$ cat config.mk
export PLATFORM = sky130hd
export DESIGN_NAME = karatsuba_recombine
export DESIGN_NICKNAME = d
export VERILOG_FILES = /design/src/rtl/karatsuba_recombine.sv
export SDC_FILE = /design/constraint.sdc
export NUM_CORES = 1
export LEC_CHECK = 0
export CORE_UTILIZATION = 45
export CTS_BUF_LIST = sky130_fd_sc_hd__clkbuf_16
export CTS_CLUSTER_DIAMETER = 150
export DETAILED_ROUTE_END_ITERATION = 7
export PLACE_DENSITY = 0.77
export SYNTH_ARGS = -nofsm -noshare
export SYNTH_HDL_FRONTEND = slang
export SYNTH_SLANG_ARGS = --single-unit
$ cat constraint.sdc
create_clock -name clk -period 7.25 [get_ports clk]
set_clock_uncertainty 0.2 [all_clocks]
set_input_delay 1.0875 -clock clk [delete_from_list [all_inputs] [get_ports clk]]
set_output_delay 1.0875 -clock clk [all_outputs]
set_load 0.01 [all_outputs]
$ cat src/rtl/karatsuba_recombine.sv
// Karatsuba recombination stage.
// Takes the three partial products of one W x W multiply (k1 = hi*hi,
// k2 = lo*lo, k3 = (hi+lo)*(hi+lo)) and forms
//   prod = (k1 << W) + ((k3 - k1 - k2) << W/2) + k2   (mod 2^(2W))
// over four cycles using a single shared 2W-bit adder/subtractor.
// err reports that the middle term went negative (k3 < k1 + k2).
module karatsuba_recombine #(
  parameter int unsigned W = 32
) (
  input  logic           clk,
  input  logic           rst_n,
  input  logic           in_valid,
  output logic           in_ready,
  input  logic [W-1:0]   k1,
  input  logic [W-1:0]   k2,
  input  logic [W+1:0]   k3,
  output logic           out_valid,
  input  logic           out_ready,
  output logic [2*W-1:0] prod,
  output logic           err
);

  localparam int unsigned H  = W / 2;
  localparam int unsigned PW = 2 * W;

  typedef enum logic [2:0] {
    IDLE = 3'd0,
    SUB1 = 3'd1,
    SUB2 = 3'd2,
    ADD  = 3'd3,
    OUT  = 3'd4
  } state_t;

  state_t          state_q, state_d;
  logic [PW-1:0]   acc_q,   acc_d;
  logic [W+1:0]    mid_q,   mid_d;
  logic [W-1:0]    k1r_q,   k1r_d;
  logic [W-1:0]    k2r_q,   k2r_d;
  logic            err_q,   err_d;
  logic            vld_q,   vld_d;

  // Shared adder/subtractor
  logic [PW-1:0]   op_a;
  logic [PW-1:0]   op_b;
  logic            op_sub;
  logic [PW-1:0]   sum;
  logic            borrow;

  logic [PW-1:0]   mid_zext;
  logic [PW-1:0]   mid_sext_shl;

  assign mid_zext     = {{(PW-W-2){1'b0}}, mid_q};
  assign mid_sext_shl = {{(PW-W-2){mid_q[W+1]}}, mid_q} << H;

  // Operand steering for the single adder/subtractor
  always_comb begin
    op_a   = '0;
    op_b   = '0;
    op_sub = 1'b0;
    unique case (state_q)
      SUB1: begin
        op_a   = mid_zext;
        op_b   = {{W{1'b0}}, k1r_q};
        op_sub = 1'b1;
      end
      SUB2: begin
        op_a   = mid_zext;
        op_b   = {{W{1'b0}}, k2r_q};
        op_sub = 1'b1;
      end
      ADD: begin
        op_a   = acc_q;
        op_b   = mid_sext_shl;
        op_sub = 1'b0;
      end
      default: begin
        op_a   = '0;
        op_b   = '0;
        op_sub = 1'b0;
      end
    endcase
  end

  // Two's-complement add/subtract; carry-in supplies the +1 when subtracting
  always_comb begin
    sum = op_a + (op_sub ? ~op_b : op_b) + {{(PW-1){1'b0}}, op_sub};
  end

  // Both subtraction operands are zero-extended and below 2^(W+2), so bit
  // W+2 of the wide result is set exactly when the W+2-bit subtract borrows.
  assign borrow = sum[W+2];

  // Next-state and datapath update
  always_comb begin
    state_d = state_q;
    acc_d   = acc_q;
    mid_d   = mid_q;
    k1r_d   = k1r_q;
    k2r_d   = k2r_q;
    err_d   = err_q;
    vld_d   = vld_q;
    unique case (state_q)
      IDLE: begin
        if (in_valid) begin
          acc_d   = {k1, k2};
          mid_d   = k3;
          k1r_d   = k1;
          k2r_d   = k2;
          err_d   = 1'b0;
          state_d = SUB1;
        end
      end
      SUB1: begin
        mid_d   = sum[W+1:0];
        err_d   = borrow;
        state_d = SUB2;
      end
      SUB2: begin
        mid_d   = sum[W+1:0];
        err_d   = err_q | borrow;
        state_d = ADD;
      end
      ADD: begin
        acc_d   = sum;
        vld_d   = 1'b1;
        state_d = OUT;
      end
      OUT: begin
        if (out_ready) begin
          vld_d   = 1'b0;
          state_d = IDLE;
        end
      end
      default: begin
        vld_d   = 1'b0;
        state_d = IDLE;
      end
    endcase
  end

  // State and datapath registers, cleared asynchronously
  always_ff @(posedge clk or negedge rst_n) begin
    if (!rst_n) begin
      state_q <= IDLE;
      acc_q   <= '0;
      mid_q   <= '0;
      k1r_q   <= '0;
      k2r_q   <= '0;
      err_q   <= 1'b0;
      vld_q   <= 1'b0;
    end else begin
      state_q <= state_d;
      acc_q   <= acc_d;
      mid_q   <= mid_d;
      k1r_q   <= k1r_d;
      k2r_q   <= k2r_d;
      err_q   <= err_d;
      vld_q   <= vld_d;
    end
  end

  // in_ready is forced low while reset is held, even though state is IDLE
  assign in_ready  = rst_n && (state_q == IDLE);
  assign out_valid = vld_q;
  assign prod      = acc_q;
  assign err       = err_q;

endmodule

==> results_dict.tcl, run 1 <==
set metrics [dict create \
    synth_area_mm2 0.0118 \
    path_clk_slew_ps 80 \
    synth_area_leaders "dfrtp_1, nand2_1, ha_1, a21oi_1, mux2i_1" \
    ys.flop_type "dfrtp_1" \
    post-route-period-util_pct 90.7 \
    rr_worst_depth 16 \
    clk_path_buf_depth 2 \
    worstSetupStartpointType "flip-flop" \
    antenna_found_initial 1 \
    first_pass_iters 5 \
    timing.rr.start "state_q[0]$_DFFE_PN0P_" \
    cpPeakStageDelay_ps 690 \
    hold_path_class "reg2reg" \
    initial_core_util_pct 46.4 \
    die_h_um 164 \
    vias 11500 \
    crit_slowest_cell "dfrtp_2" \
    place.port_buffers 168 \
    synth_top_cell_by_area "dfrtp_1" \
    hold_depth 2 \
    maxCapViolations 0 \
    die_w_um 164 \
    final_area_mm2 0.0143 \
    num_rows 58 \
    dp_cells 1917 \
    min_period_ps 6580 \
    hold_end "k1r_q[27]$_DFFE_PN0P_" \
    syn_nets 1665 \
    h-tree-depth 4 \
    finalSetupViolCount 0 \
    drt_iter0_markers 1197 \
    rrSetupSlack_ps 670 \
    wl_per_cell_um 20.9 \
    layout_commonest_cell "nand2_1" \
    worstMarginPinSlew_ps 960 \
    synth_top_area_share_pct 35.5 \
    placed_area_mm2 0.0137 \
    area_growth_pct 20.9 \
    crit_chain "nand2b_4 -> a21o_1 -> inv_2 -> a22o_1 -> ha_1 -> nand4_1 -> or3_1 -> a2111oi_0 -> a21oi_1 -> a21oi_1 -> o211ai_1 -> a2111oi_0 -> o221ai_1 -> xnor2_1 -> mux2i_1 -> nand3_1" \
    worstHoldStart "k1r_q[27]$_DFFE_PN0P_" \
    place_congestion 0.994 \
    hold_viol 0 \
    synth.distinct_cells 65 \
    via_per_inst 5.88 \
    clock_latency_ps 450 \
    cts_tree "done" \
    overflow 0 \
    grt_pass1_wl_um 62600 \
    ys_async_sr_fraction_pct 100 \
    crit_arrival_ps 6690 \
    dieArea_mm2 0.0268 \
    drc_errors 0 \
    core_mm2 0.0254 \
    status "complete, no violations" \
    grt_pass1_vias 11100 \
    detail-route-antenna-nets 0 \
    postCtsHoldBufs 0 \
    wl_um 40700 \
    ys_seq_area_share_pct 35.5 \
    worstSetupPathType "reg2reg" \
    yosysWarnings 0 \
    fmax_ghz 0.152 \
    cts-root-buf "clkbuf_16" \
    grt_max_degree 77 \
    cts-buffers-inserted 17 \
    io_pins 169 \
    grtUsageTotal_pct 31.0 \
    slew_viol_final 0 \
    cp.required_ps 7360 \
    synth_enable_flop_cells 0 \
    r2r_end "prod[63]$_DFFE_PN0P_" \
    slew_headroom_pct 35.9 \
    synthCells 1500 \
    end_kind "flip-flop" \
    avgSynthCellArea_um2 7.86 \
    ys_ff_latch 167 \
    drive_gt1_share_pct 4.57 \
    final_cell_mix "nand2_1, clkdlybuf4s50_1, dfrtp_1, a21oi_1, nor2_1" \
    cp_max_fo 33 \
    clock-sinks 167 \
    rsz0062_at_grt "no" \
    final_cells 1950 \
    fin_setup_tns_ps 0 \
    dp_hpwl_um 31000 \
    nNetsFinal 1771 \
]
## how the worst max path moves through the flow
stage	start	end
after floorplan	state_q[1]$_DFFE_PN0P_	prod[63]$_DFFE_PN0P_
after global placement	state_q[0]$_DFFE_PN0P_	prod[63]$_DFFE_PN0P_
after detailed placement	state_q[0]$_DFFE_PN0P_	prod[63]$_DFFE_PN0P_
after CTS	state_q[0]$_DFFE_PN0P_	prod[63]$_DFFE_PN0P_
after global routing	state_q[0]$_DFFE_PN0P_	prod[63]$_DFFE_PN0P_
final	state_q[0]$_DFFE_PN0P_	prod[63]$_DFFE_PN0P_
## sequential cells by signal, summed over array words and instances (netlist names)
signal and count:
state_q 3, k1r_q 32, mid_q 34, out_valid 1
k2r_q 32, prod 64, err 1
## per-stage QoR
step                utilization [%]  worst slack, ps  hold WS [ps]
floorplan                         -             2320           245
global placement               53.8              875           263
detailed placement             53.8              530           270
CTS                            56.1              453           288
global route                   56.1              281           302
finish                         56.1              672           285
## synthesized netlist by cell type, types with 3 or more instances
| master | number |
|---|---|
| nor2b_1 | 6 |
| and2_1 | 38 |
| a211oi_1 | 10 |
| ha_1 | 62 |
| nor3_1 | 12 |
| o211ai_1 | 14 |
| a31oi_1 | 28 |
| o22a_1 | 15 |
| o31ai_1 | 13 |
| mux2i_1 | 41 |
| buf_6 | 3 |
| dfrtp_1 | 167 |
| clkbuf_1 | 76 |
| nand2b_1 | 7 |
| and3_1 | 18 |
| o21bai_1 | 14 |
| a2111oi_0 | 4 |
| nor2_1 | 103 |
| or2_2 | 5 |
| nand3_1 | 24 |
| a21oi_1 | 110 |
| a21o_1 | 51 |
| a22oi_1 | 4 |
| buf_1 | 15 |
| o21a_1 | 11 |
| a22o_1 | 18 |
| inv_1 | 28 |
| a31o_2 | 3 |
| nand2_1 | 404 |
| o21ai_0 | 82 |
| xnor2_1 | 32 |
| xor2_1 | 28 |
| nand4_1 | 15 |
## cell type report
| class | instances | area, um2 |
|---|---|---|
| Tap cell | 330 | 413 |
| Sequential cell | 167 | 4180 |
| Multi-Input combinational cell | 1208 | 7150 |
| Clock inverter | 15 | 165 |
| Antenna cell | 1 | 2.50 |
| Clock buffer | 17 | 425 |
| Inverter | 29 | 109 |
| Timing Repair Buffer | 183 | 1810 |
| Fill cell | 2361 | 11100 |
## worst max-delay path: cells and delay by family (launching register included)
kind,cells,cell delay (ps)
compound gates,8,2890
xor+xnor,1,220
fa+ha+maj,1,400
buf+inv,1,500
flops,1,690
mux,1,250
simple gates,4,1260
## what timing repair did
item,in CTS,in global routing
endpoints found under the setup margin,0,1
buffers inserted,0,0
gates resized for setup,0,1
## kinds of logic after synthesis
group / share of synthesized area (%)
flip-flops: 35.5
multiplexers: 3.67
XOR/XNOR: 4.46
AND/OR/NAND/NOR: 23.2
adder cells (fa/ha/maj): 6.75
buffers and inverters: 4.19
AO/OA/AOI/OAI: 22.2
## metal layers
layer  track usage [%]  wire length [um]  vias up
met2              48.2             18100      480
met1              41.2             17600     5466
met4              14.2              1800        2
li1                  -                 -     5414
met3              6.79              3230      100
met5                 0                 9        -
Power of run 1 is not shown: default switching activity piles up to over one toggle a cycle in this logic, so the estimate is an artifact.
==> inputs of run 2 (changes only) <==
--- a/config.mk
+++ b/config.mk
@@ -5,11 +5,15 @@
 export SDC_FILE = /design/constraint.sdc
 export NUM_CORES = 1
 export LEC_CHECK = 0
-export CORE_UTILIZATION = 45
+export CELL_PAD_IN_SITES_DETAIL_PLACEMENT = 0
+export CELL_PAD_IN_SITES_GLOBAL_PLACEMENT = 1
+export CORE_UTILIZATION = 44
 export CTS_BUF_LIST = sky130_fd_sc_hd__clkbuf_16
 export CTS_CLUSTER_DIAMETER = 150
 export DETAILED_ROUTE_END_ITERATION = 7
-export PLACE_DENSITY = 0.77
+export HOLD_SLACK_MARGIN = 0.15
+export PLACE_DENSITY = 0.95
+export SLEW_MARGIN = 20
 export SYNTH_ARGS = -nofsm -noshare
 export SYNTH_HDL_FRONTEND = slang
 export SYNTH_SLANG_ARGS = --single-unit
==> run 2 against run 1 <==
Against the previous run:
- the flow now finishes with violations (DRC)
- first-iteration DRC count is 8.9% lower
- via count is 0.10% higher
- critical path depth stayed put
- worst setup slack better by 550 ps
==> results_dict.tcl, run 2 (synthesis results as in run 1) <==
set metrics [dict create \
    wl_um 40700 \
    clk_path_buf_depth 2 \
    fmax_ghz 0.166 \
    core_mm2 0.0261 \
    wl_per_cell_um 20.8 \
    die_h_um 166 \
    final_cell_mix "nand2_1, dfrtp_1, clkdlybuf4s50_1, a21oi_1, nor2_1" \
    io_pins 169 \
    path_clk_slew_ps 80 \
    maxCapViolations 0 \
    status "complete, but fails checks" \
    antennaDiodeCount 0 \
    postCtsHoldBufs 0 \
    drt_iter0_markers 1091 \
    dp_hpwl_um 31000 \
    num_rows 59 \
    slew_viol_final 0 \
    largest_reg_flops 64 \
    clock_latency_ps 450 \
    worstMarginPinSlew_ps 1040 \
    dp_cells 1925 \
    antenna_found_initial 0 \
    grt_pass1_wl_um 62900 \
    worstSetupPathType "reg2reg" \
    worstSetupStartpointType "flip-flop" \
    cts_tree "done" \
    grt_max_degree 72 \
    via_per_inst 5.86 \
    timing.rr.start "state_q[1]$_DFFE_PN0P_" \
    seqCellArea_mm2 0.00418 \
    dieArea_mm2 0.0274 \
    first_pass_iters 7 \
    utilization_pct 54.6 \
    crit_arrival_ps 6150 \
    initial_core_util_pct 45.1 \
    fin_setup_tns_ps 0 \
    cp_max_fo 26 \
    min_period_ps 6020 \
    slew_headroom_pct 30.4 \
    nNetsFinal 1774 \
    grtUsageTotal_pct 29.7 \
    place.port_buffers 168 \
    crit_start "state_q[1]$_DFFE_PN0P_" \
    final_cells 1957 \
    cp.required_ps 7380 \
    post_cts_resize_count 0 \
    finalSetupViolCount 0 \
    die_w_um 166 \
    post-route-period-util_pct 83.1 \
    h-tree-depth 4 \
    nFillCells 2470 \
    worstHoldStart "k1r_q[28]$_DFFE_PN0P_" \
    area_growth_pct 21.2 \
    grt_pass1_vias 11100 \
    violations "DRC" \
    hold_path_class "reg2reg" \
    detail-route-antenna-nets 0 \
    vias 11500 \
    crit_slowest_cell "o311ai_0" \
    pre_cts_ws_ps 1380 \
    place_congestion 0.998 \
    setup_ws_ps 1230 \
    drive_gt1_share_pct 4.81 \
    post-cts-setup-buffer-count 0 \
    drc_errors 24 \
    overflow 0 \
    cts-buffers-inserted 17 \
    crit_chain "buf_4 -> nand2b_1 -> a21o_2 -> o21ai_0 -> ha_1 -> nor2b_1 -> o31a_1 -> o311ai_0 -> nand3b_1 -> o21ai_0 -> a31oi_1 -> a41oi_1 -> o31ai_1 -> o31ai_1 -> xor2_1 -> a21oi_1" \
    end_kind "flip-flop" \
    clock-sinks 167 \
    cts-root-buf "clkbuf_16" \
    hold_viol 0 \
    multi_input_area_mm2 0.00715 \
    rsz0062_at_grt "no" \
    cpPeakStageDelay_ps 680 \
    layout_commonest_cell "nand2_1" \
]
## run 2: cell types whose count changed in the layout (fill, tap and decap cells not counted), moves of 2 or more
| cell | before | now |
|---|---|---|
| buf_4 | 14 | 18 |
| bufinv_16 | 2 | 0 |
| clkinv_8 | 0 | 5 |
| clkinvlp_4 | 2 | 0 |
| inv_8 | 1 | 3 |
## run 2: metal layers
layer | vias to the layer above | wire (um) | GRT usage, %
met5 | - | 0 | 0
met4 | 0 | 1410 | 12.0
met3 | 72 | 2800 | 4.47
met2 | 463 | 18500 | 47.5
met1 | 5516 | 18000 | 40.5
li1 | 5423 | - | -
## run 2: critical path: cells and delay by family (launching register included)
family                     cells  cell delay (ps)
AOI/OAI and AO/OA             10             3580
and+or+nand+nor                3              670
DFF                            1              510
buffers and inverters          1              380
adders and majority gates      1              380
xor gates and xnor gates       1              170
## run 2: path summary, 6_finish.rpt
kind                                              end  slack, ps  cells past startpoint
worst min register to register  k1r_q[28]$_DFFE_PN0P_        290                      1
max in group asynchronous        prod[44]$_DFFE_PN0P_       5270                      2
worst max register to register   prod[60]$_DFFE_PN0P_       1230                     16
min in group asynchronous         prod[8]$_DFFE_PN0P_        330                      1
worst max-delay path             prod[60]$_DFFE_PN0P_       1230                     16
worst min-delay path            k1r_q[28]$_DFFE_PN0P_        290                      1
## run 2: final cells by class
type	instances	share of cell area [%]
clock buffers	17	2.98
clock inverters	15	1.24
inverters	29	0.762
multi-input cells	1208	50.1
flip-flops and latches	167	29.3
well taps	335	2.94
repair buffers	186	12.7
## run 2: through the flow
stage	area (um2)	hold WS [ps]
global placement	13700	261
CTS	14300	289
detailed placement	13700	266
global route	14300	307
finish	14300	288
floorplan	11800	245
Power of run 2 is left out for the same reason.
==> inputs of run 3 (changes only) <==
--- a/config.mk
+++ b/config.mk
@@ -7,12 +7,12 @@
 export LEC_CHECK = 0
 export CELL_PAD_IN_SITES_DETAIL_PLACEMENT = 0
 export CELL_PAD_IN_SITES_GLOBAL_PLACEMENT = 1
-export CORE_UTILIZATION = 44
+export CORE_UTILIZATION = 37
 export CTS_BUF_LIST = sky130_fd_sc_hd__clkbuf_16
 export CTS_CLUSTER_DIAMETER = 150
 export DETAILED_ROUTE_END_ITERATION = 7
 export HOLD_SLACK_MARGIN = 0.15
-export PLACE_DENSITY = 0.95
+export PLACE_DENSITY = 0.86
 export SLEW_MARGIN = 20
 export SYNTH_ARGS = -nofsm -noshare
 export SYNTH_HDL_FRONTEND = slang
==> constraint.sdc (replaced) <==
create_clock -name clk -period 5.35 [get_ports clk]
set_clock_uncertainty 0.2 [all_clocks]
set_input_delay 0.8025 -clock clk [delete_from_list [all_inputs] [get_ports clk]]
set_output_delay 0.8025 -clock clk [all_outputs]
set_load 0.01 [all_outputs]
==> run 3 against run 2 <==
Against the previous run:
- the flow now finishes without violations
- wire length increased by 4.6%
- die area increased by 19%
- utilization decreased by 7.7 points
- worst setup slack got worse by 900 ps
- via count decreased by 0.98%
- register-to-register slack got worse by 900 ps
- largest cell class unchanged
- highest routed layer unchanged
==> results_dict.tcl, run 3 (synthesis results as in run 1) <==
set metrics [dict create \
    wl_um 42600 \
    final_cell_mix "nand2_1, dfrtp_1, clkdlybuf4s50_1, a21oi_1, nor2_1" \
    cts-buffers-inserted 17 \
    dieArea_mm2 0.0326 \
    fmax_ghz 0.199 \
    dp_cells 2003 \
    fin_setup_tns_ps 0 \
    status "complete, no violations" \
    via_per_inst 5.57 \
    place_congestion 1.01 \
    path_clk_slew_ps 80 \
    worstSetupPathType "reg2reg" \
    rr_worst_depth 18 \
    crit_arrival_ps 5200 \
    io_pins 169 \
    slew_headroom_pct 36.0 \
    h-tree-depth 4 \
    num_rows 64 \
    setup_ws_ps 328 \
    grt_max_degree 77 \
    overflow 0 \
    clk_path_buf_depth 2 \
    worstMarginPinSlew_ps 960 \
    clock_latency_ps 450 \
    nFillCells 3038 \
    drive_gt1_share_pct 6.02 \
    grt_pass1_vias 11000 \
    grt_pass1_wl_um 65800 \
    drc_errors 0 \
    hold_viol 0 \
    nNetsFinal 1796 \
    worstSetupStartpointType "flip-flop" \
    drt_iter0_markers 808 \
    hold_depth 2 \
    detail-route-antenna-nets 0 \
    die_h_um 180 \
    rsz0062_at_grt "no" \
    vias 11400 \
    largest_reg_flops 64 \
    utilization_pct 47.0 \
    wl_per_cell_um 20.9 \
    cts-root-buf "clkbuf_16" \
    min_period_ps 5020 \
    slew_viol_final 0 \
    area_growth_pct 23.5 \
    layout_commonest_cell "nand2_1" \
    cts_tree "done" \
    cp_max_fo 17 \
    core_mm2 0.0310 \
    clock-sinks 167 \
    grtUsageTotal_pct 26.3 \
    final_cells 2040 \
    maxCapViolations 0 \
    pre_cts_ws_ps 283 \
    finalSetupViolCount 0 \
    end_kind "flip-flop" \
    dp_hpwl_um 32800 \
    initial_core_util_pct 38.0 \
    die_w_um 180 \
    cp.required_ps 5530 \
    post-route-period-util_pct 93.9 \
    hold_path_class "reg2reg" \
    antenna_found_initial 0 \
    antennaDiodeCount 0 \
    first_pass_iters 4 \
    place.port_buffers 168 \
]
run 3: worst max-delay path: stages (launching register included):
cell and delay (ps):
dfrtp_1 490, nand2b_1 230, buf_4 230, o22a_1 230, or2_2 300, fa_1 420
nor2b_1 180, o31a_1 210, o311ai_0 140, buf_4 180, nand3b_1 160, o21ai_0 150
buf_4 180, a31oi_1 330, a41oi_1 260, o31ai_1 560, o221ai_1 200, xor2_1 180
a21oi_1 140
run 3: cell type report:
type	instances	area, um2	share of cell area [%]
Inverter	29	109	0.748
Timing Repair Buffer	208	2000	13.7
Tap cell	396	495	3.40
Clock inverter	15	189	1.30
Sequential cell	167	4180	28.7
Multi-Input combinational cell	1208	7160	49.2
Clock buffer	17	425	2.92
run 3: path summary, 6_finish.rpt:
path / start / endpoint / slack, ps
min: k2r_q[29]$_DFFE_PN0P_ / k2r_q[29]$_DFFE_PN0P_ / 290
min in group asynchronous: rst_n / prod[4]$_DFFE_PN0P_ / 620
max in group asynchronous: rst_n / mid_q[30]$_DFFE_PN0P_ / 3130
max reg2reg: state_q[1]$_DFFE_PN0P_ / prod[62]$_DFFE_PN0P_ / 330
max: state_q[1]$_DFFE_PN0P_ / prod[62]$_DFFE_PN0P_ / 330
min reg2reg: k2r_q[29]$_DFFE_PN0P_ / k2r_q[29]$_DFFE_PN0P_ / 290
run 3: repair_timing:
item,in CTS,in global routing
setup buffers,0,4
gates resized for setup,0,2
endpoints found under the hold margin,30,0
endpoints found under the setup margin,0,2
hold buffers,1,0
run 3: metal layers:
metal / wire length [um] / global-route usage (%) / share of wire, %
met2: 19700 / 42.5 / 46
met4: 846 / 6.97 / 2.0
met1: 19700 / 36.4 / 46
met5: 0 / 0 / 0
met3: 2330 / 4.24 / 5.5
run 3: through the flow:
step | hold slack, ps | instance area, um2
5_1_grt | 299 | 14600
4_1_cts | 290 | 14500
2_1_floorplan | 245 | 11800
3_3_place_gp | 262 | 13900
3_5_place_dp | 268 | 13900
6_report | 290 | 14600
Power of run 3 is left out for the same reason.
